<file path="src/rtl/fb_writer.sv">
// Frame-buffer writer: packs a valid/ready byte stream into 16-bit pixels and
// writes them sequentially into BRAM port A, optionally starting on VGA vsync.
module fb_writer #(
    parameter int IMG_W      = 160,
    parameter int IMG_H      = 120,
    parameter int BASE_ADDR  = 0,
    parameter int WAIT_VSYNC = 1
) (
    input  logic        clk,
    input  logic        rst_n,
    input  logic        i_start,
    input  logic        i_abort,
    input  logic        i_vs,
    input  logic [7:0]  s_data,
    input  logic        s_valid,
    output logic        s_ready,
    output logic        wea,
    output logic [14:0] addra,
    output logic [15:0] dina,
    output logic        o_busy,
    output logic        o_done
);

    localparam logic [14:0] LAST_CNT = 15'(IMG_W * IMG_H - 1);
    localparam logic [14:0] BASE     = 15'(BASE_ADDR);

    typedef enum logic [2:0] {
        IDLE    = 3'd0,
        WAIT_VS = 3'd1,
        LOAD_HI = 3'd2,
        LOAD_LO = 3'd3,
        DONE    = 3'd4
    } state_t;

    state_t      state_q, state_d;
    logic [14:0] cnt_q, cnt_d;
    logic [7:0]  hi_q, hi_d;
    logic        wea_q, wea_d;
    logic [14:0] addra_q, addra_d;
    logic [15:0] dina_q, dina_d;
    logic        ready_q, ready_d;
    logic        busy_q, busy_d;
    logic        done_q, done_d;
    logic        vs_s1_q, vs_s2_q, vs_prev_q;
    logic        vs_fall_s;
    logic        hs_s;

    // The handshake uses the registered ready, so s_ready never depends on s_valid.
    assign hs_s      = s_valid & ready_q;
    assign vs_fall_s = vs_prev_q & ~vs_s2_q;

    // Vsync synchroniser and edge register; idle level of VS is high.
    always_ff @(posedge clk or negedge rst_n) begin
        if (!rst_n) begin
            vs_s1_q   <= 1'b1;
            vs_s2_q   <= 1'b1;
            vs_prev_q <= 1'b1;
        end else begin
            vs_s1_q   <= i_vs;
            vs_s2_q   <= vs_s1_q;
            vs_prev_q <= vs_s2_q;
        end
    end

    // Next-state, pixel packing and write-port register inputs.
    always_comb begin
        state_d = state_q;
        cnt_d   = cnt_q;
        hi_d    = hi_q;
        wea_d   = 1'b0;
        addra_d = addra_q;
        dina_d  = dina_q;
        case (state_q)
            IDLE: begin
                if (i_abort) begin
                    state_d = IDLE;
                end else if (i_start) begin
                    cnt_d   = 15'd0;
                    state_d = (WAIT_VSYNC != 0) ? WAIT_VS : LOAD_HI;
                end else begin
                    state_d = IDLE;
                end
            end
            WAIT_VS: begin
                if (i_abort) begin
                    state_d = IDLE;
                end else if (vs_fall_s) begin
                    state_d = LOAD_HI;
                end else begin
                    state_d = WAIT_VS;
                end
            end
            LOAD_HI: begin
                if (i_abort) begin
                    state_d = IDLE;
                end else if (hs_s) begin
                    hi_d    = s_data;
                    state_d = LOAD_LO;
                end else begin
                    state_d = LOAD_HI;
                end
            end
            LOAD_LO: begin
                // An abort in this cycle drops the half pixel instead of writing it.
                if (i_abort) begin
                    state_d = IDLE;
                end else if (hs_s) begin
                    wea_d   = 1'b1;
                    addra_d = BASE + cnt_q;
                    dina_d  = {hi_q, s_data};
                    if (cnt_q == LAST_CNT) begin
                        state_d = DONE;
                    end else begin
                        cnt_d   = cnt_q + 15'd1;
                        state_d = LOAD_HI;
                    end
                end else begin
                    state_d = LOAD_LO;
                end
            end
            DONE: begin
                state_d = IDLE;
            end
            default: begin
                state_d = IDLE;
            end
        endcase
    end

    // Status outputs are decoded from the next state so they align with the state register.
    always_comb begin
        ready_d = 1'b0;
        busy_d  = 1'b0;
        done_d  = 1'b0;
        case (state_d)
            WAIT_VS: begin
                busy_d = 1'b1;
            end
            LOAD_HI, LOAD_LO: begin
                ready_d = 1'b1;
                busy_d  = 1'b1;
            end
            DONE: begin
                done_d = 1'b1;
            end
            default: begin
                ready_d = 1'b0;
            end
        endcase
    end

    // State, counter and registered output flops.
    always_ff @(posedge clk or negedge rst_n) begin
        if (!rst_n) begin
            state_q <= IDLE;
            cnt_q   <= 15'd0;
            hi_q    <= 8'd0;
            wea_q   <= 1'b0;
            addra_q <= 15'd0;
            dina_q  <= 16'd0;
            ready_q <= 1'b0;
            busy_q  <= 1'b0;
            done_q  <= 1'b0;
        end else begin
            state_q <= state_d;
            cnt_q   <= cnt_d;
            hi_q    <= hi_d;
            wea_q   <= wea_d;
            addra_q <= addra_d;
            dina_q  <= dina_d;
            ready_q <= ready_d;
            busy_q  <= busy_d;
            done_q  <= done_d;
        end
    end

    assign s_ready = ready_q;
    assign wea     = wea_q;
    assign addra   = addra_q;
    assign dina    = dina_q;
    assign o_busy  = busy_q;
    assign o_done  = done_q;

endmodule

</file>
<file path="config.mk">
export PLATFORM = sky130hd
export DESIGN_NAME = fb_writer
export DESIGN_NICKNAME = d
export VERILOG_FILES = /design/src/rtl/fb_writer.sv
export SDC_FILE = /design/constraint.sdc
export NUM_CORES = 1
export LEC_CHECK = 0
export CAP_MARGIN = 20
export CORE_UTILIZATION = 55
export CTS_BUF_LIST = sky130_fd_sc_hd__clkbuf_16
export DETAILED_ROUTE_END_ITERATION = 8
export PLACE_DENSITY = 0.83
export SLEW_MARGIN = 25
export SYNTH_ARGS = -nofsm -noshare
export SYNTH_HDL_FRONTEND = slang
export SYNTH_SLANG_ARGS = --single-unit
</file>
<file path="constraint.sdc">
create_clock -name clk -period 4.2 [get_ports clk]
set_clock_uncertainty 0.1 [all_clocks]
set_input_delay 0.84 -clock clk [delete_from_list [all_inputs] [get_ports clk]]
set_output_delay 0.84 -clock clk [all_outputs]
set_load 0.1 [all_outputs]
</file>
==> flow_metrics.env, run 1 <==
export IMPL_slew_violations=0
export IMPL_finalCriticalPeriod_ns=2.95
export IMPL_mostFrequentLayoutCells="nand2_1, dfrtp_1, clkdlybuf4s50_1"
export IMPL_antenna_cells=0
export IMPL_ios=49
export IMPL_drc=0
export IMPL_clock_sinks=64
export IMPL_r2r_slack_ns=1.82
export IMPL_row_count=25
export IMPL_cts_made_buffers=9
export IMPL_dpl_cell_area_sq_um=3240
export IMPL_initial_core_util=0.573
export IMPL_area_growth_pct=29.4
export IMPL_grt_ovfl_total=0
export IMPL_grt_pass1_wl_um=9520
export IMPL_die_w_um=72.2
export IMPL_track_usage=0.244
export IMPL_routed_wl_um=5570
export IMPL_register_area_sq_um=1610
export IMPL_start_kind="primary input"
export IMPL_grt_pass1_vias=2136
export IMPL_antenna_found_initial=0
export IMPL_setup_violations=0
export IMPL_drtIter0Drc=143
export IMPL_final_setup_tns_ns=0
export IMPL_cts_repair_resized=0
export IMPL_cp_max_fo=23
export IMPL_clockBufferDepth=2
export IMPL_avgViaCountPerCell=5.43
export IMPL_design_area_sq_um=3500
export IMPL_core_area_sq_um=4720
export IMPL_fin_nets=337
export IMPL_vias=2140
export IMPL_die_y_um=72.2
export IMPL_ir_worst_vdd_mv=0.255
export IMPL_synth_distinct_cells=43
export IMPL_critPathArrivalTime_ns=3.10
export IMPL_min_path_type="flip-flop to flip-flop"
export IMPL_synth_main_ff_cell="dfrtp_1"
export IMPL_rsz0062_at_grt="no"
export IMPL_drtPass1Iterations=4
export IMPL_max_cap_viol_count=0
export IMPL_crit_type="primary input to flip-flop"
export IMPL_status="complete, no violations"
export IMPL_layout_commonest_cell="nand2_1"
export IMPL_hold_viol=0
export IMPL_synth_nets=287
export IMPL_clk_pin_slew_ns=0.05
export IMPL_fmax_mhz=339
export IMPL_drt_antenna_violating_nets=0
export IMPL_endpoint_kind="flip-flop"
export IMPL_tightest_slew_ns=1.01
export IMPL_gp_congestion=0.870
export IMPL_synth_area_sq_um=2710
export IMPL_layout_drive_gt1_share=0.119
export IMPL_required_ns=4.35
export IMPL_seq_area_frac_synth=0.593
export IMPL_cts_root_buf="clkbuf_16"
export IMPL_clk_latency_ns=0.32
export IMPL_slowest_delay_ns=0.49
export IMPL_path_cells="clkdlybuf4s50_1 -> and4bb_2 -> nand2_1 -> buf_4 -> a2111oi_1 -> mux2i_1"
export IMPL_power_density_nw_per_um2=387
export IMPL_wire_per_inst_um=14.1
export IMPL_cts_hold_buf=0
export IMPL_synth_edff_count=0
export IMPL_dieArea_sq_um=5210
export IMPL_syn_area_per_cell_sq_um=9.95
export IMPL_io_buffers=48
export IMPL_multi_input_area_sq_um=1030
export IMPL_hpwl_um=3720
export IMPL_fin_crit_sh=0.702
export IMPL_cts_max_level=3
export IMPL_async_flop_share=1.00
export IMPL_utilization=0.742
export IMPL_max_slew_margin=0.325
export IMPL_cts_setup_buffers=0
export IMPL_cts_tree="built"
export IMPL_p_leak_uw=0.00165
export IMPL_fillers=337
export IMPL_yosys_warnings=0
export IMPL_critPathSlowestCell="clkdlybuf4s50_1"
export IMPL_syn_inst=272
export IMPL_grt_max_degree=48
export IMPL_ys_ff_latch=64
[layout make-up]
class,count,area share
flip-flops and latches,64,0.458
clock inverters,7,0.0111
inverters,3,0.00321
well taps,67,0.0239
clock buffers,9,0.0643
multi-input cells,192,0.294
repair buffers,52,0.145
[worst max-delay path, delay by kind of cell]
family / cells / cell delay, ns
muxes: 1 / 0.23
buffers and inverters: 2 / 0.84
and+or+nand+nor: 2 / 0.70
AOI/OAI and AO/OA: 1 / 0.48
[per-stage QoR]
stage	worst slack, ns	hold WS (ns)	cells	power, uW
CTS	1.24	0.256	394	1370
finish	1.25	0.255	394	1360
floorplan	1.90	0.245	272	686
global route	1.10	0.262	394	1400
global placement	1.03	0.246	378	722
detailed placement	0.916	0.249	378	724
[metal layers]
layer,up-vias,wire (um),global-route usage
li1,1032,-,-
met1,1041,2370,0.304
met2,55,2770,0.394
met3,12,305,0.0667
met4,0,121,0.120
met5,-,0,0
[cells by family after synthesis]
logic type	Yosys count	synth area share
flops	64	0.593
simple gates	149	0.254
compound gates	31	0.0786
buf+inv	16	0.0263
xor+xnor	1	0.00324
fa+ha+maj	1	0.00462
mux	10	0.0407
[path summary, 6_finish.rpt]
path                                       from                     to  cells past startpoint
setup reg to reg           state_q[2]$_DFF_PN0_  cnt_q[13]$_DFFE_PN0P_                      5
hold reg to reg               vs_s1_q$_DFF_PN1_      vs_s2_q$_DFF_PN1_                      0
max in group asynchronous                 rst_n    dina[8]$_DFFE_PN0P_                      2
hold / removal                vs_s1_q$_DFF_PN1_      vs_s2_q$_DFF_PN1_                      0
min in group asynchronous                 rst_n   addra[9]$_DFFE_PN0P_                      1
setup / recovery                        i_abort  cnt_q[13]$_DFFE_PN0P_                      6
[sequential cells by signal, indices dropped and copies added, names as in the netlist]
signal     flops
dina          16
addra         15
cnt_q         15
hi_q           8
state_q        3
o_busy         1
o_done         1
s_ready        1
vs_prev_q      1
vs_s1_q        1
vs_s2_q        1
wea            1
[cells in the mapped netlist, types with 3 or more instances]
cell | number | area [sq um]
a21oi_1 | 8 | 40.0
buf_1 | 3 | 11.3
buf_2 | 3 | 15.0
clkbuf_1 | 6 | 22.5
dfrtp_1 | 61 | 1530
dfstp_2 | 3 | 78.8
mux2_2 | 8 | 90.1
nand2_1 | 111 | 417
nand3_1 | 4 | 20.0
nor2_1 | 4 | 15.0
o211ai_1 | 4 | 30.0
o31ai_1 | 8 | 60.1
or4_1 | 8 | 60.1
[where the power goes]
group / switching, uW / internal, uW / total, uW
combinational: 50.6 / 26.4 / 77.0
clock: 252 / 391 / 643
sequential: 6.60 / 629 / 636
(Power assumes the default switching activity.)
==> run 2, diff against run 1 <==
Settings changed: CORE_UTILIZATION 55 to 47, PLACE_DENSITY 0.83 to 0.76.
Clock period 4.2 ns to 2.44 ns, I/O delays scaled along.
==> run 2 against run 1 <==
  * Total power increased by 96%
  * Critical path depth unchanged
  * Register-to-register slack got worse by 1.4 ns
  * Sequential power increased by 71%
  * Largest cell class unchanged
  * Largest power group unchanged
==> flow_metrics.env, run 2 (synthesis gave the netlist of run 1 again) <==
export IMPL_cts_setup_buffers=0
export IMPL_ir_worst_vdd_mv=0.418
export IMPL_cp_max_fo=41
export IMPL_max_cap_viol_count=0
export IMPL_avgViaCountPerCell=5.22
export IMPL_grt_ovfl_total=0
export IMPL_drtIter0Drc=163
export IMPL_track_usage=0.208
export IMPL_mostFrequentLayoutCells="nand2_1, dfrtp_1, buf_4"
export IMPL_ios=49
export IMPL_finalCriticalPeriod_ns=2.11
export IMPL_status="complete, no violations"
export IMPL_required_ns=2.58
export IMPL_cts_hold_buf=0
export IMPL_layout_drive_gt1_share=0.236
export IMPL_drc=0
export IMPL_stdcell_count=403
export IMPL_fin_nets=341
export IMPL_start_kind="primary input"
export IMPL_max_slew_margin=0.667
export IMPL_largest_register_ffs=16
export IMPL_io_buffers=48
export IMPL_die_y_um=77.9
export IMPL_cts_root_buf="clkbuf_16"
export IMPL_endpoint_kind="flip-flop"
export IMPL_drtPass1Iterations=5
export IMPL_gp_congestion=0.775
export IMPL_cts_made_buffers=9
export IMPL_tightest_slew_ns=0.500
export IMPL_row_count=27
export IMPL_clk_pin_slew_ns=0.06
export IMPL_final_setup_tns_ns=0
export IMPL_drt_antenna_violating_nets=0
export IMPL_fmax_mhz=474
export IMPL_power_density_nw_per_um2=750
export IMPL_cts_max_level=3
export IMPL_slowest_delay_ns=0.52
export IMPL_crit_type="primary input to flip-flop"
export IMPL_vias=2102
export IMPL_antenna_cells=0
export IMPL_min_path_type="primary input to async pin"
export IMPL_path_cells="clkdlybuf4s50_1 -> and4bb_2 -> nand2_1 -> buf_12 -> or4_1 -> a21oi_1"
export IMPL_layout_commonest_cell="nand2_1"
export IMPL_clk_latency_ns=0.33
export IMPL_slew_violations=0
export IMPL_core_area_sq_um=5540
export IMPL_hpwl_um=3720
export IMPL_clock_sinks=64
export IMPL_hold_viol=0
export IMPL_fin_crit_sh=0.865
export IMPL_rsz0062_at_grt="no"
export IMPL_cts_repair_resized=0
export IMPL_clockBufferDepth=2
export IMPL_initial_core_util=0.489
export IMPL_die_w_um=77.9
export IMPL_p_leak_uw=0.00180
export IMPL_cts_tree="built"
export IMPL_antenna_found_initial=0
export IMPL_grt_max_degree=45
export IMPL_grt_pass1_vias=2094
export IMPL_wire_per_inst_um=13.8
export IMPL_area_growth_pct=31.1
export IMPL_grt_pass1_wl_um=9640
export IMPL_dieArea_sq_um=6070
export IMPL_critPathArrivalTime_ns=2.26
export IMPL_placedCellCount=387
export IMPL_setup_violations=0
export IMPL_routed_wl_um=5580
export IMPL_critPathSlowestCell="or4_1"
-- run 2: changes by cell type in the layout (fill, tap and decap cells not counted), sizes merged --
cell and change:
clkinvlp -2, buf +39, inv +1, clkinv -2, clkdlybuf4s50 -35, bufinv +3
-- run 2: final cells by class --
| type | count | area (sq um) |
|---|---|---|
| clock inverter | 7 | 113 |
| fill | 481 | 1990 |
| tap | 72 | 90.1 |
| timing repair buffer | 56 | 473 |
| inverter | 3 | 11.3 |
| clock buffer | 9 | 225 |
| multi-input combinational | 192 | 1030 |
| sequential | 64 | 1610 |
-- run 2: worst paths after layout --
path,start,end,slack (ns),cells after the start
setup / recovery,i_abort,cnt_q[11]$_DFFE_PN0P_,0.33,6
min in group clk,vs_s1_q$_DFF_PN1_,vs_s2_q$_DFF_PN1_,0.25,0
max in group asynchronous,rst_n,vs_s1_q$_DFF_PN1_,1.56,2
hold / removal,rst_n,cnt_q[2]$_DFFE_PN0P_,0.03,1
hold reg to reg,vs_s1_q$_DFF_PN1_,vs_s2_q$_DFF_PN1_,0.25,0
setup reg to reg,state_q[2]$_DFF_PN0_,cnt_q[11]$_DFFE_PN0P_,0.46,5
-- run 2: through the flow --
step                       util  hold WS [ns]  area [sq um]  worst slack, ns  total power (uW)
after CTS                 0.640        0.0402          3550            0.342              2690
after global routing      0.640        0.0682          3550            0.218              2750
after floorplan               -        0.0924          2710            0.142              1180
final                     0.640        0.0316          3550            0.329              2660
after global placement    0.579         0.246          3210           0.0760              1250
after detailed placement  0.579         0.247          3210           0.0261              1250
-- run 2: worst max-delay path, delay by kind of cell --
kind	cells	cell delay, ns
simple gates	3	0.98
buf+inv	2	0.62
compound gates	1	0.15
-- run 2: routing by layer --
layer  global-route usage  vias up  part of all wire
li1                     -     1031                 -
met1                0.265     1011              0.46
met2                0.326       53              0.48
met3               0.0706        7             0.049
met4               0.0815        0             0.011
met5                    0        -                 0
-- run 2: report_power, final --
part / internal (uW) / switching, uW / leakage, uW / total [uW]
clock: 991 / 441 / 0.000171 / 1430
combinational: 49.1 / 88.4 / 0.000746 / 137
sequential: 1080 / 11.4 / 0.000879 / 1090
total: 2120 / 540 / 0.00180 / 2660
==> run 3, diff against run 2 <==
Settings changed: CORE_UTILIZATION 47 to 52, PLACE_DENSITY 0.76 to 0.79.
Clock period 2.44 ns to 2.3 ns, I/O delays scaled along.
==> run 3 against run 2 <==
  * Worst hold slack gained 0.028 ns
  * Non-clock buffer count grew 9
  * Cell count grew 0.74%
  * Clock power shrank 20%
  * Critical endpoint is now o_busy$_DFF_PN0_
  * Largest cell class unchanged
  * Largest power group is now sequential cells
==> flow_metrics.env, run 3 (synthesis gave the netlist of run 1 again) <==
export IMPL_status="complete, no violations"
export IMPL_tightest_slew_ns=0.435
export IMPL_critPathArrivalTime_ns=2.12
export IMPL_clock_sinks=64
export IMPL_fillers=386
export IMPL_cts_hold_buf=0
export IMPL_wire_per_inst_um=14.4
export IMPL_max_slew_margin=0.708
export IMPL_io_buffers=48
export IMPL_mostFrequentLayoutCells="nand2_1, dfrtp_1, buf_4"
export IMPL_grt_ovfl_total=0
export IMPL_design_area_sq_um=3530
export IMPL_cts_repair_resized=0
export IMPL_required_ns=2.38
export IMPL_grt_pass1_wl_um=10200
export IMPL_setup_violations=0
export IMPL_vias=2168
export IMPL_layout_commonest_cell="nand2_1"
export IMPL_cts_root_buf="clkbuf_16"
export IMPL_largest_register_ffs=16
export IMPL_clk_latency_ns=0.32
export IMPL_die_y_um=74.2
export IMPL_antenna_found_initial=0
export IMPL_power_density_nw_per_um2=699
export IMPL_grt_max_degree=35
export IMPL_ir_worst_vdd_mv=0.605
export IMPL_row_count=25
export IMPL_area_growth_pct=30.3
export IMPL_fin_nets=350
export IMPL_hold_viol=0
export IMPL_rsz0062_at_grt="no"
export IMPL_cts_tree="built"
export IMPL_endpoint_kind="flip-flop"
export IMPL_p_leak_uw=0.00180
export IMPL_finalCriticalPeriod_ns=2.05
export IMPL_start_kind="flip-flop"
export IMPL_drc=0
export IMPL_cts_setup_buffers=0
export IMPL_initial_core_util=0.555
export IMPL_gp_congestion=0.861
export IMPL_fmax_mhz=488
export IMPL_layout_drive_gt1_share=0.251
export IMPL_cts_max_level=3
export IMPL_clk_pin_slew_ns=0.05
export IMPL_crit_type="flip-flop to flip-flop"
export IMPL_grt_pass1_vias=2141
export IMPL_min_path_type="primary input to async pin"
export IMPL_cp_max_fo=6
export IMPL_dpl_cell_area_sq_um=3270
export IMPL_track_usage=0.253
export IMPL_dieArea_sq_um=5500
export IMPL_cts_made_buffers=9
export IMPL_ios=49
export IMPL_avgViaCountPerCell=5.34
export IMPL_drt_antenna_violating_nets=0
export IMPL_core_area_sq_um=4880
export IMPL_drtIter0Drc=232
export IMPL_drtPass1Iterations=4
export IMPL_fin_crit_sh=0.890
export IMPL_final_setup_tns_ns=0
export IMPL_hpwl_um=4050
export IMPL_max_cap_viol_count=0
export IMPL_routed_wl_um=5850
export IMPL_slew_violations=0
export IMPL_antenna_cells=0
export IMPL_die_w_um=74.2
export IMPL_clockBufferDepth=2
[run 3: cell count changes in the layout (fill, tap and decap cells not counted)]
cell / delta
clkinv_4: -1
clkinvlp_4: +1
buf_4: +9
bufinv_16: -3
inv_1: +1
clkinv_2: +1
[run 3: power breakdown]
group / internal, uW / switching, uW
Clock: 707 / 448
Sequential: 1150 / 12.7
Combinational: 51.5 / 95.8
[run 3: final timing paths]
| check | start | end | slack [ns] | cells after the start |
|---|---|---|---|---|
| min in group clk | vs_s1_q$_DFF_PN1_ | vs_s2_q$_DFF_PN1_ | 0.25 | 0 |
| min reg2reg | vs_s1_q$_DFF_PN1_ | vs_s2_q$_DFF_PN1_ | 0.25 | 0 |
| max | cnt_q[0]$_DFFE_PN0P_ | o_busy$_DFF_PN0_ | 0.25 | 5 |
| min | rst_n | addra[9]$_DFFE_PN0P_ | 0.06 | 2 |
| max reg2reg | cnt_q[0]$_DFFE_PN0P_ | o_busy$_DFF_PN0_ | 0.25 | 5 |
| max in group asynchronous | rst_n | hi_q[4]$_DFFE_PN0P_ | 1.71 | 2 |
[run 3: routing by layer]
layer  GRT usage  vias up  part of all wire
li1            -     1055                 -
met1       0.352     1046              0.46
met2       0.379       55              0.48
met3      0.0691       12             0.042
met4      0.0983        0             0.018
met5           0        -                 0
[run 3: final cells by class]
cell class | instances | area [sq um] | share of cell area
Inverter | 3 | 11.3 | 0.00319
Sequential cell | 64 | 1610 | 0.455
Multi-Input combinational cell | 192 | 1030 | 0.292
Clock inverter | 6 | 30.0 | 0.00851
Clock buffer | 9 | 225 | 0.0639
Tap cell | 67 | 83.8 | 0.0238
Timing Repair Buffer | 65 | 541 | 0.153
[run 3: through the flow]
step | worst slack (ns) | instances | power, uW | utilization | hold WS [ns]
finish | 0.252 | 406 | 2460 | 0.723 | 0.0599
global route | 0.0633 | 406 | 2550 | 0.723 | 0.101
CTS | 0.264 | 406 | 2480 | 0.723 | 0.0807
detailed placement | 0.00986 | 391 | 1330 | 0.671 | 0.248
global placement | 0.0385 | 391 | 1320 | 0.671 | 0.246
floorplan | 0.00230 | 272 | 1250 | - | 0.0644
[run 3: worst max-delay path, cell delays in order (launching register included)]
cell      delay, ns
dfrtp_1        0.41
ha_1           0.22
and4_1         0.31
nand4_1        0.26
o21ai_0        0.42
a311oi_1       0.17
